File: config.mk
export PLATFORM = sky130hd
export DESIGN_NAME = pic_irq_sched
export DESIGN_NICKNAME = d
export VERILOG_FILES = /design/src/rtl/pic_pkg.sv /design/src/rtl/pic_prio_resolver.sv /design/src/rtl/pic_irq_sched.sv
export SDC_FILE = /design/constraint.sdc
export NUM_CORES = 1
export LEC_CHECK = 0
export CELL_PAD_IN_SITES_DETAIL_PLACEMENT = 1
export CELL_PAD_IN_SITES_GLOBAL_PLACEMENT = 2
export CORE_ASPECT_RATIO = 1.2
export CORE_UTILIZATION = 36
export CTS_CLUSTER_DIAMETER = 80
export DETAILED_ROUTE_END_ITERATION = 6
export PLACE_DENSITY_LB_ADDON = 0.1
export REMOVE_ABC_BUFFERS = 1
export SLEW_MARGIN = 20
export SYNTH_ARGS = -nofsm -noshare
export SYNTH_HDL_FRONTEND = slang
export SYNTH_SLANG_ARGS = --single-unit
File: constraint.sdc
create_clock -name clk -period 35.9 [get_ports clk]
set_input_delay 7.18 -clock clk [delete_from_list [all_inputs] [get_ports clk]]
set_output_delay 7.18 -clock clk [all_outputs]
set_load 0.1 [all_outputs]
File: src/rtl/pic_pkg.sv
// Shared types and helpers for the 8259A-style interrupt scheduler.
// Priority ranks are 3-bit wrap-around offsets from the current lowest-priority level.
package pic_pkg;

    typedef enum logic [1:0] {
        IDLE,
        ACK1,
        ACK2
    } sched_state_e;

    localparam logic [2:0] SPURIOUS_LVL = 3'd7;

    // Rank 0 is the highest priority: the level just above lp.
    function automatic logic [2:0] rank(input logic [2:0] lvl, input logic [2:0] lp);
        return lvl - lp - 3'd1;
    endfunction

    function automatic logic [7:0] onehot8(input logic [2:0] lvl);
        return 8'd1 << lvl;
    endfunction

endpackage

File: src/rtl/pic_prio_resolver.sv
// Combinational priority resolver: finds the highest-rank set bit of an
// 8-bit vector given the current lowest-priority level.
module pic_prio_resolver
    import pic_pkg::*;
(
    input  logic [7:0] req,
    input  logic [2:0] lp,
    output logic       found,
    output logic [2:0] lvl
);

    always_comb begin
        found = 1'b0;
        lvl   = 3'd0;
        for (int i = 0; i < 8; i++) begin
            if (req[i] && (!found || (rank(3'(i), lp) < rank(lvl, lp)))) begin
                found = 1'b1;
                lvl   = 3'(i);
            end
        end
    end

endmodule

File: src/rtl/pic_irq_sched.sv
// Interrupt scheduler: IRR/ISR state, fully nested priority resolution with
// rotation, EOI handling and the two-pulse INTA acknowledge sequence.
module pic_irq_sched
    import pic_pkg::*;
(
    input  logic       clk,
    input  logic       reset,
    input  logic [7:0] ir,
    input  logic [7:0] imr,
    input  logic       ltim,
    input  logic       aeoi,
    input  logic       rot_aeoi,
    input  logic       inta,
    input  logic       eoi_stb,
    input  logic       eoi_sl,
    input  logic       eoi_rot,
    input  logic [2:0] eoi_lvl,
    input  logic       setpri_stb,
    output logic       int_req,
    output logic [2:0] vec_code,
    output logic       vec_valid,
    output logic [7:0] irr,
    output logic [7:0] isr,
    output logic [2:0] lp
);

    sched_state_e state, state_next;
    logic [7:0]   ir_q;
    logic         inta_q;
    logic [2:0]   cur;
    logic         spur;
    logic         inta_rise, inta_fall;
    logic         ack_first, ack_second;
    logic         cand_found, isr_found;
    logic [2:0]   cand_lvl, isr_lvl;
    logic         eoi_hit;
    logic [2:0]   eoi_tgt;
    logic [7:0]   irr_next, isr_next;
    logic [2:0]   lp_next;
    logic         int_req_next;

    assign inta_rise = inta & ~inta_q;
    assign inta_fall = ~inta & inta_q;

    pic_prio_resolver u_cand_res (
        .req   (irr & ~imr),
        .lp    (lp),
        .found (cand_found),
        .lvl   (cand_lvl)
    );

    pic_prio_resolver u_isr_res (
        .req   (isr),
        .lp    (lp),
        .found (isr_found),
        .lvl   (isr_lvl)
    );

    always_comb begin
        state_next = state;
        ack_first  = 1'b0;
        ack_second = 1'b0;
        case (state)
            IDLE: if (inta_rise) begin
                state_next = ACK1;
                ack_first  = 1'b1;
            end
            ACK1: if (inta_fall) state_next = ACK2;
            ACK2: if (inta_rise) begin
                state_next = IDLE;
                ack_second = 1'b1;
            end
            default: state_next = IDLE;
        endcase
    end

    always_ff @(posedge clk) begin
        if (reset) state <= IDLE;
        else       state <= state_next;
    end

    // EOI clears first, then the acknowledge sets; setpri always wins on lp.
    always_comb begin
        eoi_tgt  = eoi_sl ? eoi_lvl : isr_lvl;
        eoi_hit  = eoi_stb && (eoi_sl ? isr[eoi_lvl] : isr_found);
        isr_next = isr;
        lp_next  = lp;
        if (eoi_hit) begin
            isr_next = isr_next & ~onehot8(eoi_tgt);
            if (eoi_rot) lp_next = eoi_tgt;
        end
        if (ack_first && cand_found) isr_next = isr_next | onehot8(cand_lvl);
        if (ack_second && aeoi && !spur) begin
            isr_next = isr_next & ~onehot8(cur);
            if (rot_aeoi) lp_next = cur;
        end
        if (setpri_stb) lp_next = eoi_lvl;

        if (ltim) begin
            irr_next = ir;
        end else begin
            irr_next = irr | (ir & ~ir_q);
            if (ack_first && cand_found) irr_next = irr_next & ~onehot8(cand_lvl);
        end

        int_req_next = (state == IDLE) && !inta_rise && cand_found &&
                       (!isr_found || (rank(cand_lvl, lp) < rank(isr_lvl, lp)));
    end

    always_ff @(posedge clk) begin
        if (reset) begin
            ir_q      <= 8'd0;
            inta_q    <= 1'b0;
            irr       <= 8'd0;
            isr       <= 8'd0;
            lp        <= 3'd7;
            int_req   <= 1'b0;
            vec_code  <= 3'd0;
            vec_valid <= 1'b0;
            cur       <= 3'd0;
            spur      <= 1'b0;
        end else begin
            ir_q      <= ir;
            inta_q    <= inta;
            irr       <= irr_next;
            isr       <= isr_next;
            lp        <= lp_next;
            int_req   <= int_req_next;
            vec_valid <= ack_second;
            if (ack_first) begin
                cur  <= cand_found ? cand_lvl : SPURIOUS_LVL;
                spur <= !cand_found;
            end
            if (ack_second) vec_code <= cur;
        end
    end

endmodule

After elaboration in Yosys (flattened, before gate mapping)
Cells that the tools add are included.
{"block": "op_classes", "n_reduce_logical": 56, "n_eq_ne": 5, "order_cmp": 15, "bitwise": 16, "n_addsub": 44, "mux": 52, "n_shift": 3}
{"operator": "3-bit by 1-bit subtractor with 3-bit output (second input constant)", "count": 22}
{"operator": "3-bit 2-to-1 mux", "count": 15}
{"operator": "3-bit < comparator", "count": 14}
{"operator": "8-bit AND", "count": 5}
{"operator": "8-bit 2-to-1 mux", "count": 5}
{"operator": "8-bit inverter", "count": 5}
{"operator": "1-bit by 3-bit left shift with 8-bit output (first input constant)", "count": 3}
{"operator": "3-bit subtractor", "count": 8}
{"operator": "1-bit 2-to-1 mux", "count": 23}
{"operator": "1-bit logical AND", "count": 21}
{"operator": "1-bit logical NOT", "count": 18}
{"operator": "8-bit bitwise OR", "count": 2}
{"operator": "1-bit logical OR", "count": 15}
{"operator": "2-bit 2-to-1 mux", "count": 7}
{"operator": "2-bit by 3-bit subtractor with 3-bit output", "count": 4}
{"operator": "3-bit subtractor (first input constant)", "count": 4}
{"operator": "2-bit inequality test (second input constant)", "count": 3}
{"operator": "2-bit case mux with 3 select lines", "count": 1}
{"operator": "1-bit by 3-bit subtractor with 3-bit output", "count": 2}
{"operator": "1-bit by 3-bit subtractor with 3-bit output (first input constant)", "count": 2}
{"operator": "2-bit by 3-bit subtractor with 3-bit output (first input constant)", "count": 2}
{"operator": "3-bit by 4-bit < comparator with 1-bit output (second input constant)", "count": 1}
{"operator": "1-bit binary-select mux with 3-bit select", "count": 1}
{"operator": "3-bit AND reduction", "count": 1}
{"operator": "other kinds (5)", "count": 7}
{"block": "totals", "reg_bits": 39, "input_bits": 29, "elab_cells": 202}

Depth between registers and ports, before layout
Gate-level depths: netlist of the first run.
{"block": "logic_depth", "word_depth": 51, "depth_mapped": 69, "mapped_depth_nobuf": 67}

Modules after synthesis
Synthesis of the first run repeated with hierarchy kept, for this count alone.
{"block": "hier_totals", "hier_cells": 483, "area_unflattened_um2": 4036.4}
{"module": "pic_irq_sched", "area_each_um2": 2104.5, "n_inst": 1, "cells_each": 234}
{"module": "pic_prio_resolver at u_isr_res", "area_each_um2": 975.9, "n_inst": 1, "cells_each": 126}
{"module": "pic_prio_resolver at u_cand_res", "area_each_um2": 955.9, "n_inst": 1, "cells_each": 123}

Worst setup path after synthesis of the first run
Ideal clock, no wire load.
{"block": "synth_timing", "path_kind": "input -> register", "from": "input imr[0]", "to": "register int_req", "slack_ps": 16768, "t_required_ps": 35836, "path_buffers": 0, "arrival_ps": 19068, "stages": 63, "cell_sequence": "nor2b_1 nand2_1 o21ai_0 nor2_1 ha_1 xor2_1 ha_1 nor2_1 a221oi_1 nand2b_1 o31a_1 nand2_1 fa_1 ha_1 a21o_1 a21oi_1 o21a_1 o21ba_2 [27 not listed] xor2_1 xnor2_1 ha_1 nand3_1 nor2_1 a41o_1 o211ai_1 nand2_1 nand2_1 ha_1 fa_1 xor2_1 xnor2_1 ha_1 nor2b_1 o22ai_1 nand3_1 nor2_1"}
{"block": "synth_between", "elab_chain_len": 48, "word_cells_on_any_way": 62, "classes_between": "add/sub (14); order compare (7); mux (15); bitwise (2); reduce/logical (24)"}
{"element": "start: declaration", "line": "pic_irq_sched.sv:9", "source": "input logic [7:0] imr,"}
{"element": "8-bit inverter (*)", "line": "pic_irq_sched.sv:46", "source": ".req (irr & ~imr),"}
{"element": "8-bit AND (*)", "line": "pic_irq_sched.sv:46"}
{"element": "1-bit 2-to-1 mux (*)", "line": "pic_prio_resolver.sv:16", "source": "if (req[i] && (!found || (rank(3'(i), lp) < rank(lvl, lp)))) begin"}
{"element": "1-bit logical NOT", "line": "pic_prio_resolver.sv:16"}
{"element": "1-bit logical OR", "line": "pic_prio_resolver.sv:16"}
{"element": "1-bit logical AND", "line": "pic_prio_resolver.sv:16"}
{"element": "1-bit 2-to-1 mux", "line": "pic_prio_resolver.sv:16"}
{"element": "1-bit by 3-bit subtractor with 3-bit output", "line": "pic_pkg.sv:15", "source": "return lvl - lp - 3'd1;"}
{"element": "[32 not listed]"}
{"element": "1-bit logical OR", "line": "pic_prio_resolver.sv:16"}
{"element": "1-bit logical AND", "line": "pic_prio_resolver.sv:16"}
{"element": "3-bit 2-to-1 mux", "line": "pic_prio_resolver.sv:16"}
{"element": "3-bit subtractor", "line": "pic_pkg.sv:15"}
{"element": "3-bit by 1-bit subtractor with 3-bit output", "line": "pic_pkg.sv:15"}
{"element": "3-bit < comparator", "line": "pic_irq_sched.sv:107", "source": "(!isr_found || (rank(cand_lvl, lp) < rank(isr_lvl, lp)));"}
{"element": "1-bit logical OR", "line": "pic_irq_sched.sv:107"}
{"element": "1-bit logical AND (*)", "line": "pic_irq_sched.sv:106", "source": "int_req_next = (state == IDLE) && !inta_rise && cand_found &&"}
{"element": "end signal: assignment", "line": "pic_irq_sched.sv:128", "source": "int_req <= int_req_next;"}
{"element": "end: declaration", "line": "pic_irq_sched.sv:19", "source": "output logic int_req,"}
Every way passes the cells marked *; elsewhere a longest branch is shown, timed or not.
A chain may end at the register's enable or synchronous reset.

Worst setup path after layout of the first run
Same ends and word-level chain as after synthesis.

==> results of run 1 <==
==> cells in the final DEF, fill, tap and decap left out, types with 7 or more instances in the layout <==
cell type        instances
a21o_1                   8
nand2_1                 50
nor3b_1                 10
or3_1                    7
xnor2_1                 17
ha_1                    31
nor2b_1                 24
a31oi_1                  7
nand2b_1                14
nor2_1                  44
fa_1                    12
xor2_1                  10
clkdlybuf4s50_1         52
a21oi_1                 30
nand3_1                 12
dfxtp_1                 39
inv_1                   29
o21ai_0                 29
o21a_1                  13
==> kinds of logic after synthesis <==
logic type                 count (synthesis)  share of synthesized area [%]
DFF                                       39                           18.6
buffers and inverters                     47                           4.57
adders and majority gates                 43                           15.0
xor gates and xnor gates                  27                           5.65
muxes                                      6                           2.03
AOI/OAI and AO/OA                        164                           29.6
and+or+nand+nor                          197                           24.5
==> flip-flops by register name, summed over array words and instances, names as in the netlist <==
register and cells:
state 2, int_req 1, vec_code 3, inta_q 1, isr 8, cur 3
irr 8, lp 3, vec_valid 1, ir_q 8, spur 1
==> layer usage <==
| metal | global-route usage, % | wire length (um) | vias to the layer above |
|---|---|---|---|
| li1 | - | - | 1997 |
| met1 | 29.8 | 6230 | 2019 |
| met2 | 41.8 | 6740 | 46 |
| met3 | 1.51 | 133 | 12 |
| met4 | 6.61 | 231 | 0 |
| met5 | 0 | 0 | - |
==> power by group through the flow <==
stage / clock network [mW] / registers, mW / logic, mW
final: 0.0415 / 0.0499 / 0.0978
after global routing: 0.0448 / 0.0503 / 0.109
after CTS: 0.0430 / 0.0499 / 0.0986
after detailed placement: 0 / 0.0508 / 0.0982
after global placement: 0 / 0.0507 / 0.0955
after floorplan: 0 / 0.0627 / 0.0584
==> critical path, delay by kind of cell <==
family / cells / cell delay [ns]
fa+ha+maj: 14 / 4.94
simple gates: 20 / 2.85
compound gates: 17 / 4.15
xor+xnor: 10 / 1.46
buf+inv: 2 / 0.46
==> final timing paths <==
kind,depth (start not counted),from,end,slack (ns)
max,63,imr[0],int_req$_SDFF_PP0_,14.99
min reg2reg,2,vec_code[2]$_SDFFE_PP0P_,vec_code[2]$_SDFFE_PP0P_,0.46
max reg2reg,65,lp[0]$_SDFF_PP1_,int_req$_SDFF_PP0_,20.73
min,2,vec_code[2]$_SDFFE_PP0P_,vec_code[2]$_SDFFE_PP0P_,0.46
==> layout make-up <==
class,count,area (um2)
well taps,154,193
flip-flops and latches,39,781
multi-input cells,437,3210
clock buffers,6,129
inverters,29,109
fillers,1371,6210
repair buffers,57,558
==> reports/qor.yml, run 1 <==
wl_per_cell_um: 18.5
grt-ovfl-total: 0
synth_edf_count: 0
cts_tree: "done"
slew_headroom_pct: 34.7
cts_hold_buf: 0
ant_nets: 0
post_cts_buffers: 0
outcome: "completed"
syn_inst: 523
synth_async_sr_flop_share_pct: 0
final_nets: 641
port_buffers: 52
wl_mm: 13.3
dieArea_um2: 12100
die_h_um: 120
tightestPinTransition_ns: 0.976
finalHoldViolations: 0
drt_first_pass_iters: 5
path_clk_slew_ns: 0.06
grt_max_degree: 46
crit_type: "input pin to flip-flop"
cts_num_sinks: 39
cts_resized: 0
worst_hold_slack_ns: 0.456
clock.fmax_ghz: 0.0478
boundaryPins: 53
synth_top_area_share_pct: 18.6
cp.arrival_ns: 21.12
place_ws_ns: 14.73
place_inst: 716
area_growth_pct: 19.0
numCtsBuffers: 5
detail_route.vias_per_cell: 5.64
maxSlewViolCount: 0
ys_seq_area_share_pct: 18.6
power.internal_uw: 108
timing.final.ws_setup_ns: 14.99
dpl.hpwl_mm: 10.5
powerDensity_nw_per_um2: 38.0
final_area_um2: 4980
drtIter0Drc: 135
die_x_um: 100
startpoint_type: "input pin"
antenna_found_initial: 0
synth.distinct_cells: 76
drc: 0
clk_path_buf_depth: 2
fin_tns_setup_ns: 0
rsz0062_at_grt: "no"
hp-class: "flip-flop to flip-flop"
critPathMaxFanout: 7
clkLatencyLatePin_ns: 0.28
avgSynthCellArea_um2: 8.00
final_cells: 722
dpl_cell_area_um2: 4850
crit_path_end_kind: "flip-flop"
cap_violations: 0
core_area_um2: 11200
worst_clock_skew_ns: 0.00272
cpMaxStageDelayCell: "fa_1"
clockPowerShare_pct: 21.9
min_period_ns: 20.91
cts_max_level: 2
swShare_pct: 43.0
yosysTopAreaCell: "dfxtp_1"
vias: 4074
synth_flop_cell: "dfxtp_1"
drive_above_1_share_pct: 5.99
cts_root_buf: "clkbuf_16"
combPwrFrac_pct: 51.7
synth_area_um2: 4190
setup_viol: 0
synth_common_cells: "nand2_1, nor2_1, dfxtp_1"
period_share_pct: 58.2
synth-seq-cells: 39
initial_utilization_pct: 37.4
ys_warn_count: 0
grt_pass1_wl_mm: 22.2
cp_common_cell: "ha_1"
crit_required_ns: 36.11
p_leak_nw: 1.90
p_switching_uw: 81.3
ir_drop_mv: 0.0309
power_uw: 189
synth.area.top_cells: "dfxtp_1, ha_1, fa_1, nand2_1, nor2_1"
pwr-share-seq_pct: 26.4
postLayoutCoreUtil_pct: 44.5
synth.most_common_cell: "nand2_1"
critPathMaxStageDelay_ns: 0.49
routabilityCongestion: 0.842
diodes: 0
grt_pass1_vias: 4336
track_usage_pct: 23.3
rows: 42
Power figures use the tool's default switching activity.
==> run 2: changes to the inputs <==
CORE_UTILIZATION = 30   (was 36)
clock period = 17.6 ns   (was 35.9 ns; I/O delays follow)
==> reports/qor.yml, run 2 (synthesized netlist as in run 1, its figures left out) <==
fin_tns_setup_ns: 0  # unchanged
final_common_cell: "clkdlybuf4s50_1"  # unchanged
crit_type: "input pin to flip-flop"  # unchanged
clk_path_buf_depth: 2  # unchanged
slew_headroom_pct: 34.7  # about the same
final_nets: 645  # was 641
grt_pass1_vias: 4350  # was 4336
diodes: 0  # unchanged
dieArea_um2: 14400  # was 12100 um2
outcome: "completed"  # unchanged
initial_utilization_pct: 31.2  # was 37.4%
min_period_ns: 16.62
p_leak_nw: 1.93  # was 1.90 nW
clkLatencyLatePin_ns: 0.28  # about the same
reg_top3: "ir_q (8), irr (8), isr (8)"  # unchanged
drtIter0Drc: 194  # was 135
grt-ovfl-total: 0  # unchanged
crit_path_end_kind: "flip-flop"  # unchanged
boundaryPins: 53  # unchanged
die_h_um: 131  # was 120 um
period_share_pct: 94.4
worst_clock_skew_ns: 0.00372  # was 0.00272 ns
startpoint_type: "input pin"  # unchanged
numCtsBuffers: 5  # unchanged
cts_root_buf: "clkbuf_16"  # unchanged
powerDensity_nw_per_um2: 78.1  # was 38.0 nW/um2
place_ws_ns: 0.478  # was 14.73 ns
cp.arrival_ns: 16.84  # was 21.12 ns
die_x_um: 110  # was 100 um
cpMaxStageDelayCell: "fa_1"  # unchanged
crit_required_ns: 17.82  # was 36.11 ns
routabilityCongestion: 0.774  # was 0.842
cts_max_level: 2  # unchanged
cts_num_sinks: 39  # unchanged
wl_per_cell_um: 18.8  # was 18.5 um
area_growth_pct: 20.4  # was 19.0%
grt_max_degree: 46  # unchanged
antenna_found_initial: 0  # unchanged
port_buffers: 52  # unchanged
wl_mm: 13.9  # was 13.3 mm
hold_depth: 2  # unchanged
clock.fmax_ghz: 0.0602
vias: 4083  # was 4074
rows: 46  # was 42
tightestPinTransition_ns: 0.976  # about the same
ff2ff_path_depth: 66  # was 65
postLayoutCoreUtil_pct: 37.6  # was 44.5%
finalHoldViolations: 0  # unchanged
grt_pass1_wl_mm: 23.1  # was 22.2 mm
detail_route.vias_per_cell: 5.50  # was 5.64
drt_first_pass_iters: 4  # was 5
post_cts_buffers: 0  # unchanged
dpl.hpwl_mm: 11.1  # was 10.5 mm
cp_common_cell: "ha_1"  # unchanged
maxSlewViolCount: 0  # unchanged
setup_viol: 0  # unchanged
cap_violations: 0  # unchanged
critPathMaxFanout: 7  # unchanged
drive_above_1_share_pct: 7.14  # was 5.99%
core_area_um2: 13400  # was 11200 um2
final_cell_mix: "clkdlybuf4s50_1, nand2_1, nor2_1"  # unchanged
drc: 0  # unchanged
critPathMaxStageDelay_ns: 0.49  # about the same
cts_tree: "done"  # unchanged
path_clk_slew_ns: 0.06  # about the same
hp-class: "flip-flop to flip-flop"  # unchanged
track_usage_pct: 20.5  # was 23.3%
rsz0062_at_grt: "no"  # unchanged
ir_drop_mv: 0.0615  # was 0.0309 mV
timing.final.ws_setup_ns: 0.984  # was 14.99 ns
ant_nets: 0  # unchanged
-- run 2: where the power goes --
part / leakage, nW / switching, mW / internal [mW] / total (mW)
Combinational: 1.54 / 0.127 / 0.0767 / 0.204
Clock: 0.0733 / 0.0367 / 0.0517 / 0.0885
Sequential: 0.321 / 0.00717 / 0.0940 / 0.101
Total: 1.93 / 0.171 / 0.222 / 0.394
-- run 2: worst max-delay path, delay by kind of cell --
family	cells	cell delay, ns
adder cells (fa/ha/maj)	15	4.92
buffers and inverters	2	0.46
AO/OA/AOI/OAI	18	3.88
XOR/XNOR	9	1.43
AND/OR/NAND/NOR	19	2.64
-- run 2: path summary, 6_finish.rpt --
path	start	to	slack [ns]
worst max-delay path	imr[1]	int_req$_SDFF_PP0_	0.98
worst min-delay path	vec_code[1]$_SDFFE_PP0P_	vec_code[1]$_SDFFE_PP0P_	0.46
worst max register to register	lp[0]$_SDFF_PP1_	int_req$_SDFF_PP0_	2.65
worst min register to register	vec_code[1]$_SDFFE_PP0P_	vec_code[1]$_SDFFE_PP0P_	0.46
-- run 2: cell type report --
class	instances	area, um2
fillers	1662	8370
multi-input cells	437	3210
flip-flops and latches	39	781
repair buffers	61	588
well taps	168	210
clock buffers	5	125
inverters	29	109
clock inverters	3	15.0
-- run 2: repair_timing --
| action | in CTS | in global routing |
|---|---|---|
| hold buffers | 0 | 0 |
| endpoints found under the setup margin | 0 | 1 |
| hold endpoints to repair | 0 | 0 |
| resized for setup | 0 | 2 |
-- run 2: per-stage QoR --
stage	total power [mW]	cell area [um2]	hold slack, ns	cells
after floorplan	0.247	4100	0.461	505
after global placement	0.304	4900	0.451	734
after detailed placement	0.309	4900	0.456	734
after CTS	0.399	5040	0.468	742
after global routing	0.424	5040	0.506	742
final	0.394	5040	0.462	742
-- run 2: layer usage --
layer | wire [um] | track usage [%]
met5 | 0 | 0
met4 | 216 | 5.04
met3 | 187 | 1.49
met2 | 7130 | 36.3
met1 | 6400 | 26.3
